--- src/rtl/event_sched.sv ---
// Event scheduler for a set of PHOLD cores: seeds an external min-queue,
// moves new events from cores into the queue, dispatches the queue head to
// idle cores within a lookahead window, and tracks global virtual time.
module event_sched #(
    parameter int NUM_CORES = 4,
    parameter int TIME_W    = 13,
    parameter int LP_W      = 3,
    parameter int WINDOW    = 16,
    parameter int END_TIME  = 8000
) (
    input  logic                              clk,
    input  logic                              rst_n,
    input  logic                              start,
    output logic                              q_enq,
    output logic                              q_deq,
    output logic [TIME_W+LP_W-1:0]            q_wdata,
    input  logic [TIME_W+LP_W-1:0]            q_rdata,
    input  logic [4:0]                        q_count,
    input  logic                              q_full,
    input  logic [NUM_CORES-1:0]              core_req,
    input  logic [NUM_CORES*(TIME_W+LP_W)-1:0] core_evt,
    output logic [NUM_CORES-1:0]              core_ack,
    input  logic [NUM_CORES-1:0]              core_ready,
    output logic [NUM_CORES-1:0]              core_dispatch,
    output logic [TIME_W+LP_W-1:0]            disp_data,
    output logic [TIME_W-1:0]                 gvt,
    output logic                              done
);

    localparam int EW = TIME_W + LP_W;
    localparam int PW = $clog2(NUM_CORES);
    localparam logic [TIME_W:0] END_T = (TIME_W+1)'(END_TIME);

    typedef enum logic [1:0] {
        S_IDLE,
        S_INIT,
        S_RUN,
        S_DONE
    } state_t;

    state_t              state;
    state_t              state_nxt;
    logic [LP_W-1:0]     init_k;
    logic [PW-1:0]       enq_ptr;
    logic [PW-1:0]       disp_ptr;
    logic [NUM_CORES-1:0] busy;
    logic [TIME_W-1:0]   ltime [NUM_CORES];

    logic                enq_found;
    logic [PW-1:0]       enq_win;
    logic                disp_found;
    logic [PW-1:0]       disp_win;
    logic [TIME_W-1:0]   head_time;
    logic                in_window;
    logic                enq_go;
    logic                deq_go;
    logic                gvt_has;
    logic [TIME_W-1:0]   gvt_cand;
    logic                gvt_over;
    logic                starved;

    assign head_time = q_rdata[EW-1:LP_W];
    // Window sum carries one extra bit so it never wraps below the head time
    assign in_window = {1'b0, head_time} <= ({1'b0, gvt} + (TIME_W+1)'(WINDOW));
    assign enq_go    = enq_found && !q_full;
    assign deq_go    = !enq_go && (q_count != '0) && disp_found && in_window;
    assign gvt_over  = {1'b0, gvt} > END_T;
    assign starved   = (busy == '0) && (q_count == '0) && (core_req == '0);

    // Round-robin search starting at each pointer; index arithmetic wraps at NUM_CORES
    always_comb begin
        enq_found  = 1'b0;
        enq_win    = '0;
        disp_found = 1'b0;
        disp_win   = '0;
        for (int unsigned i = 0; i < NUM_CORES; i++) begin
            if (!enq_found && core_req[enq_ptr + PW'(i)]) begin
                enq_found = 1'b1;
                enq_win   = enq_ptr + PW'(i);
            end
            if (!disp_found && core_ready[disp_ptr + PW'(i)]) begin
                disp_found = 1'b1;
                disp_win   = disp_ptr + PW'(i);
            end
        end
    end

    // Minimum over busy-core local times and the queue head
    always_comb begin
        gvt_has  = 1'b0;
        gvt_cand = '1;
        if (q_count != '0) begin
            gvt_has  = 1'b1;
            gvt_cand = head_time;
        end
        for (int unsigned i = 0; i < NUM_CORES; i++) begin
            if (busy[i] && (!gvt_has || ltime[i] < gvt_cand)) begin
                gvt_has  = 1'b1;
                gvt_cand = ltime[i];
            end
        end
    end

    // Next-state and strobe outputs
    always_comb begin
        state_nxt     = state;
        q_enq         = 1'b0;
        q_deq         = 1'b0;
        q_wdata       = '0;
        core_ack      = '0;
        core_dispatch = '0;
        disp_data     = '0;
        done          = 1'b0;
        unique case (state)
            S_IDLE: begin
                if (start) state_nxt = S_INIT;
            end
            S_INIT: begin
                q_enq   = 1'b1;
                q_wdata = {{TIME_W{1'b0}}, init_k};
                if (init_k == '1) state_nxt = S_RUN;
            end
            S_RUN: begin
                if (enq_go) begin
                    q_enq             = 1'b1;
                    q_wdata           = core_evt[int'(enq_win)*EW +: EW];
                    core_ack[enq_win] = 1'b1;
                end else if (deq_go) begin
                    q_deq                   = 1'b1;
                    core_dispatch[disp_win] = 1'b1;
                    disp_data               = q_rdata;
                end
                if (gvt_over || starved) state_nxt = S_DONE;
            end
            S_DONE: begin
                done      = 1'b1;
                state_nxt = S_IDLE;
            end
            default: state_nxt = S_IDLE;
        endcase
    end

    // State register
    always_ff @(posedge clk or negedge rst_n) begin
        if (!rst_n) state <= S_IDLE;
        else        state <= state_nxt;
    end

    // Seed counter for the initial queue fill
    always_ff @(posedge clk or negedge rst_n) begin
        if (!rst_n)                init_k <= '0;
        else if (state == S_INIT)  init_k <= init_k + LP_W'(1);
        else if (state == S_IDLE)  init_k <= '0;
    end

    // Pointers, per-core busy/local time and gvt
    always_ff @(posedge clk or negedge rst_n) begin
        if (!rst_n) begin
            gvt      <= '0;
            enq_ptr  <= '0;
            disp_ptr <= '0;
            busy     <= '0;
            for (int unsigned i = 0; i < NUM_CORES; i++) ltime[i] <= '0;
        end else if (state == S_IDLE && start) begin
            gvt      <= '0;
            enq_ptr  <= '0;
            disp_ptr <= '0;
            busy     <= '0;
            for (int unsigned i = 0; i < NUM_CORES; i++) ltime[i] <= '0;
        end else if (state == S_RUN) begin
            if (enq_go) begin
                busy[enq_win] <= 1'b0;
                enq_ptr       <= enq_win + PW'(1);
            end else if (deq_go) begin
                busy[disp_win]  <= 1'b1;
                ltime[disp_win] <= head_time;
                disp_ptr        <= disp_win + PW'(1);
            end
            if (gvt_has && gvt_cand >= gvt) gvt <= gvt_cand;
        end
    end

endmodule
--- config.mk ---
export PLATFORM = sky130hd
export DESIGN_NAME = event_sched
export DESIGN_NICKNAME = d
export VERILOG_FILES = /design/src/rtl/event_sched.sv
export SDC_FILE = /design/constraint.sdc
export NUM_CORES = 1
export LEC_CHECK = 0
export ABC_AREA = 0
export CORE_ASPECT_RATIO = 0.7
export CORE_MARGIN = 3
export CORE_UTILIZATION = 45
export CTS_BUF_LIST = sky130_fd_sc_hd__clkbuf_4
export DETAILED_ROUTE_END_ITERATION = 10
export DONT_BUFFER_PORTS = 1
export SLEW_MARGIN = 30
export SYNTH_ARGS = -nofsm -noshare
export SYNTH_HDL_FRONTEND = slang
export SYNTH_SLANG_ARGS = --single-unit
--- constraint.sdc ---
create_clock -name clk -period 12.3 [get_ports clk]
set_input_delay 1.23 -clock clk [delete_from_list [all_inputs] [get_ports clk]]
set_output_delay 1.23 -clock clk [all_outputs]
set_load 0.02 [all_outputs]
==> metrics <==
status complete, no violations; Int Pwr 0.835 mW; data arrival time of the worst path 11960 ps; Final Total Pwr 1.65 mW; clock-pin slew on the worst setup and hold paths 140 ps; clock skew 22.9 ps; area post-placement 7320 um2; Synth cell types 63; Starting Density 47.2%; initial antenna violation count 2; Most Frequent Cell on Critical Path a21o_1; cell area after synthesis 7150 um2; combinational group share of total power 59.9%; via count 6447; fmax 0.0860 GHz; Max Root-Sink Buffers 2; IO buf count 0; commonest non-fill, non-tap cell in the layout ha_1; final setup vio count 0; final hold vios 0; synth top area cells dfrtp_1 (27%), ha_1 (15%), mux2i_1 (9.1%), mux4_2 (5.0%), nor2_1 (4.4%); post-synth net total 985; clk sinks 78; Mean Syn Cell Area 8.93 um2; CP max-delay cell or4_4; crit share post-route 94.5%; CP Capture Type flop; clock latency at the later pin of the worst-skew pair 460 ps; worst vdd ir 0.102 mV; postcts setup bufs 0; Post-Place Cells 968; pwr dens 219 nW/um2; share of the synthesized area in the top cell type 27.3%; Slew @ Worst Pin 901 ps; WL final 24500 um; max cap viols 0; detailed-route DRC error count 0; die area 17500 um2; P&R area growth vs syn 5.46%; gr usage total 27.9%; Synth async-reset ratio 100%; grt total ovfl 0; Startpoint Class input pin; Leakage 4.07 nW; minimum clock period 11620 ps; Synth warnings 0; switch share 49.5%; Post-synth EDFFs 0; CTS tree done; register share of total power 27.7%; global-route wire length before repair 37700 um; Final #Nets 968; most frequent cells in the layout ha_1 (87), nor2_1 (84), dfrtp_1 (78); worst hold-check path type input pin to async pin; root buffer cell clkbuf_4; clock power share 12.4%; Final Cell Area 7540 um2; TNS Setup 0 ps; Vias per Instance 6.54; relative slew slack 39.8%; Critical Path RT 12640 ps; pin count of the biggest net entering global routing 79; die width 157 um; CTS buffer count 9; Synth Register Bits 78; number of global-route vias before repair 6459; core area 15100 um2; share of layout cells above drive strength 1 9.13%; pins over their slew limit 0; sequential fraction of the synthesis area 27.3%; Initial DRT Pass Iterations 5; Routed Antenna Nets 0; Psw 0.818 mW; WS Path Type input pin to flop; maximum level of the CTS H-tree 3; main flop type after synthesis dfrtp_1; fin cells 986; post-DR wirelength/cell 24.8 um; crit path max fanout 26; R2R depth 48; Boundary Pins 153; DRT iter0 DRCs 775; # rows 37; Post-Synthesis Cells 801; DPL Wire Length 18900 um; gpl congestion 0.959; Critical Path Max Stage Delay 560 ps; cell taking the most area after synthesis dfrtp_1; Die Y 111 um
==> worst max-delay path, delay by kind of cell <==
family	cells	cell delay, ps
AOI/OAI and AO/OA	31	6370
adders and majority gates	5	1410
buffers and inverters	3	550
muxes	1	270
and+or+nand+nor	11	2130
==> per-stage QoR <==
step	util, %	setup WS, ps	hold WS (ps)
after global placement	48.3	294	525
after global routing	49.8	-14.8	415
after CTS	49.5	307	418
final	49.8	677	451
after detailed placement	48.3	-139	531
after floorplan	-	1010	491
==> power by group through the flow <==
| stage | logic [mW] | registers [mW] | clock network [mW] |
|---|---|---|---|
| final | 0.990 | 0.458 | 0.204 |
| after global routing | 1.11 | 0.469 | 0.218 |
| after floorplan | 0.766 | 0.409 | 0 |
| after detailed placement | 0.962 | 0.460 | 0 |
| after CTS | 0.968 | 0.455 | 0.209 |
| after global placement | 0.928 | 0.457 | 0 |
==> metal layers <==
| metal | vias to the layer above | wire length (um) | global-route usage (%) | part of all wire (%) |
|---|---|---|---|---|
| li1 | 2911 | - | - | - |
| met4 | 0 | 732 | 9.97 | 3.0 |
| met5 | - | 0 | 0 | 0 |
| met2 | 326 | 10900 | 42.4 | 44 |
| met3 | 51 | 2180 | 7.26 | 8.9 |
| met1 | 3159 | 10700 | 38.4 | 44 |
==> synth_stat cells, types with 3 or more instances <==
master,count
ha_1,87
nand4_1,15
nor4_1,4
nor2b_1,21
buf_6,3
a21o_1,25
and3_1,23
nand3_1,26
o21ai_0,38
a32oi_1,3
a211o_1,3
dfrtp_1,78
a21oi_1,23
nor3_1,9
buf_2,6
clkbuf_1,29
a311oi_1,11
o211ai_2,9
inv_1,58
o2bb2ai_1,4
a31oi_1,25
mux2i_1,65
xnor2_1,7
o21a_1,5
mux4_2,16
and2_1,7
o211ai_1,7
nand2b_1,4
nand2_1,51
nor2_1,84
a211oi_1,5
a22oi_1,3
o41ai_1,3
==> path summary, 6_finish.rpt <==
check | startpoint | endpoint | slack, ps
setup / recovery | q_count[1] | gvt[4]$_DFFE_PN0P_ | 680
hold / removal | rst_n | gvt[6]$_DFFE_PN0P_ | 450
setup reg to reg | ltime[45]$_DFFE_PN0P_ | gvt[4]$_DFFE_PN0P_ | 1960
hold reg to reg | init_k[1]$_DFFE_PN0P_ | init_k[1]$_DFFE_PN0P_ | 570
max in group asynchronous | rst_n | ltime[48]$_DFFE_PN0P_ | 11660
min in group clk | init_k[1]$_DFFE_PN0P_ | init_k[1]$_DFFE_PN0P_ | 570
==> cells by family after synthesis <==
logic type / after synthesis / synth area share [%]
buffers and inverters: 99 / 5.67
and+or+nand+nor: 256 / 17.3
adders and majority gates: 87 / 15.2
muxes: 82 / 14.3
AOI/OAI and AO/OA: 192 / 19.4
DFF: 78 / 27.3
xor gates and xnor gates: 7 / 0.857
==> registers in the layout (all words and copies together) (netlist names) <==
| signal | cells |
|---|---|
| ltime | 52 |
| gvt | 13 |
| busy | 4 |
| init_k | 3 |
| disp_ptr | 2 |
| enq_ptr | 2 |
| state | 2 |
==> repair_timing <==
| action | 4_1_cts | 5_1_grt |
|---|---|---|
| setup endpoints to repair | 0 | 13 |
| gates resized for setup | 0 | 7 |
| hold buffers | 0 | 0 |
==> area by class of cell <==
cell class                 count  area [um2]
fill                        1471        7600
multi-input combinational    624        4840
sequential                    78        1950
tap                          195         244
inverter                      58         218
clock inverter                 6         110
timing repair buffer          13        97.6
clock buffer                  10        75.1
antenna                        2        5.00
Note: power is estimated with default switching activity, not from simulation.
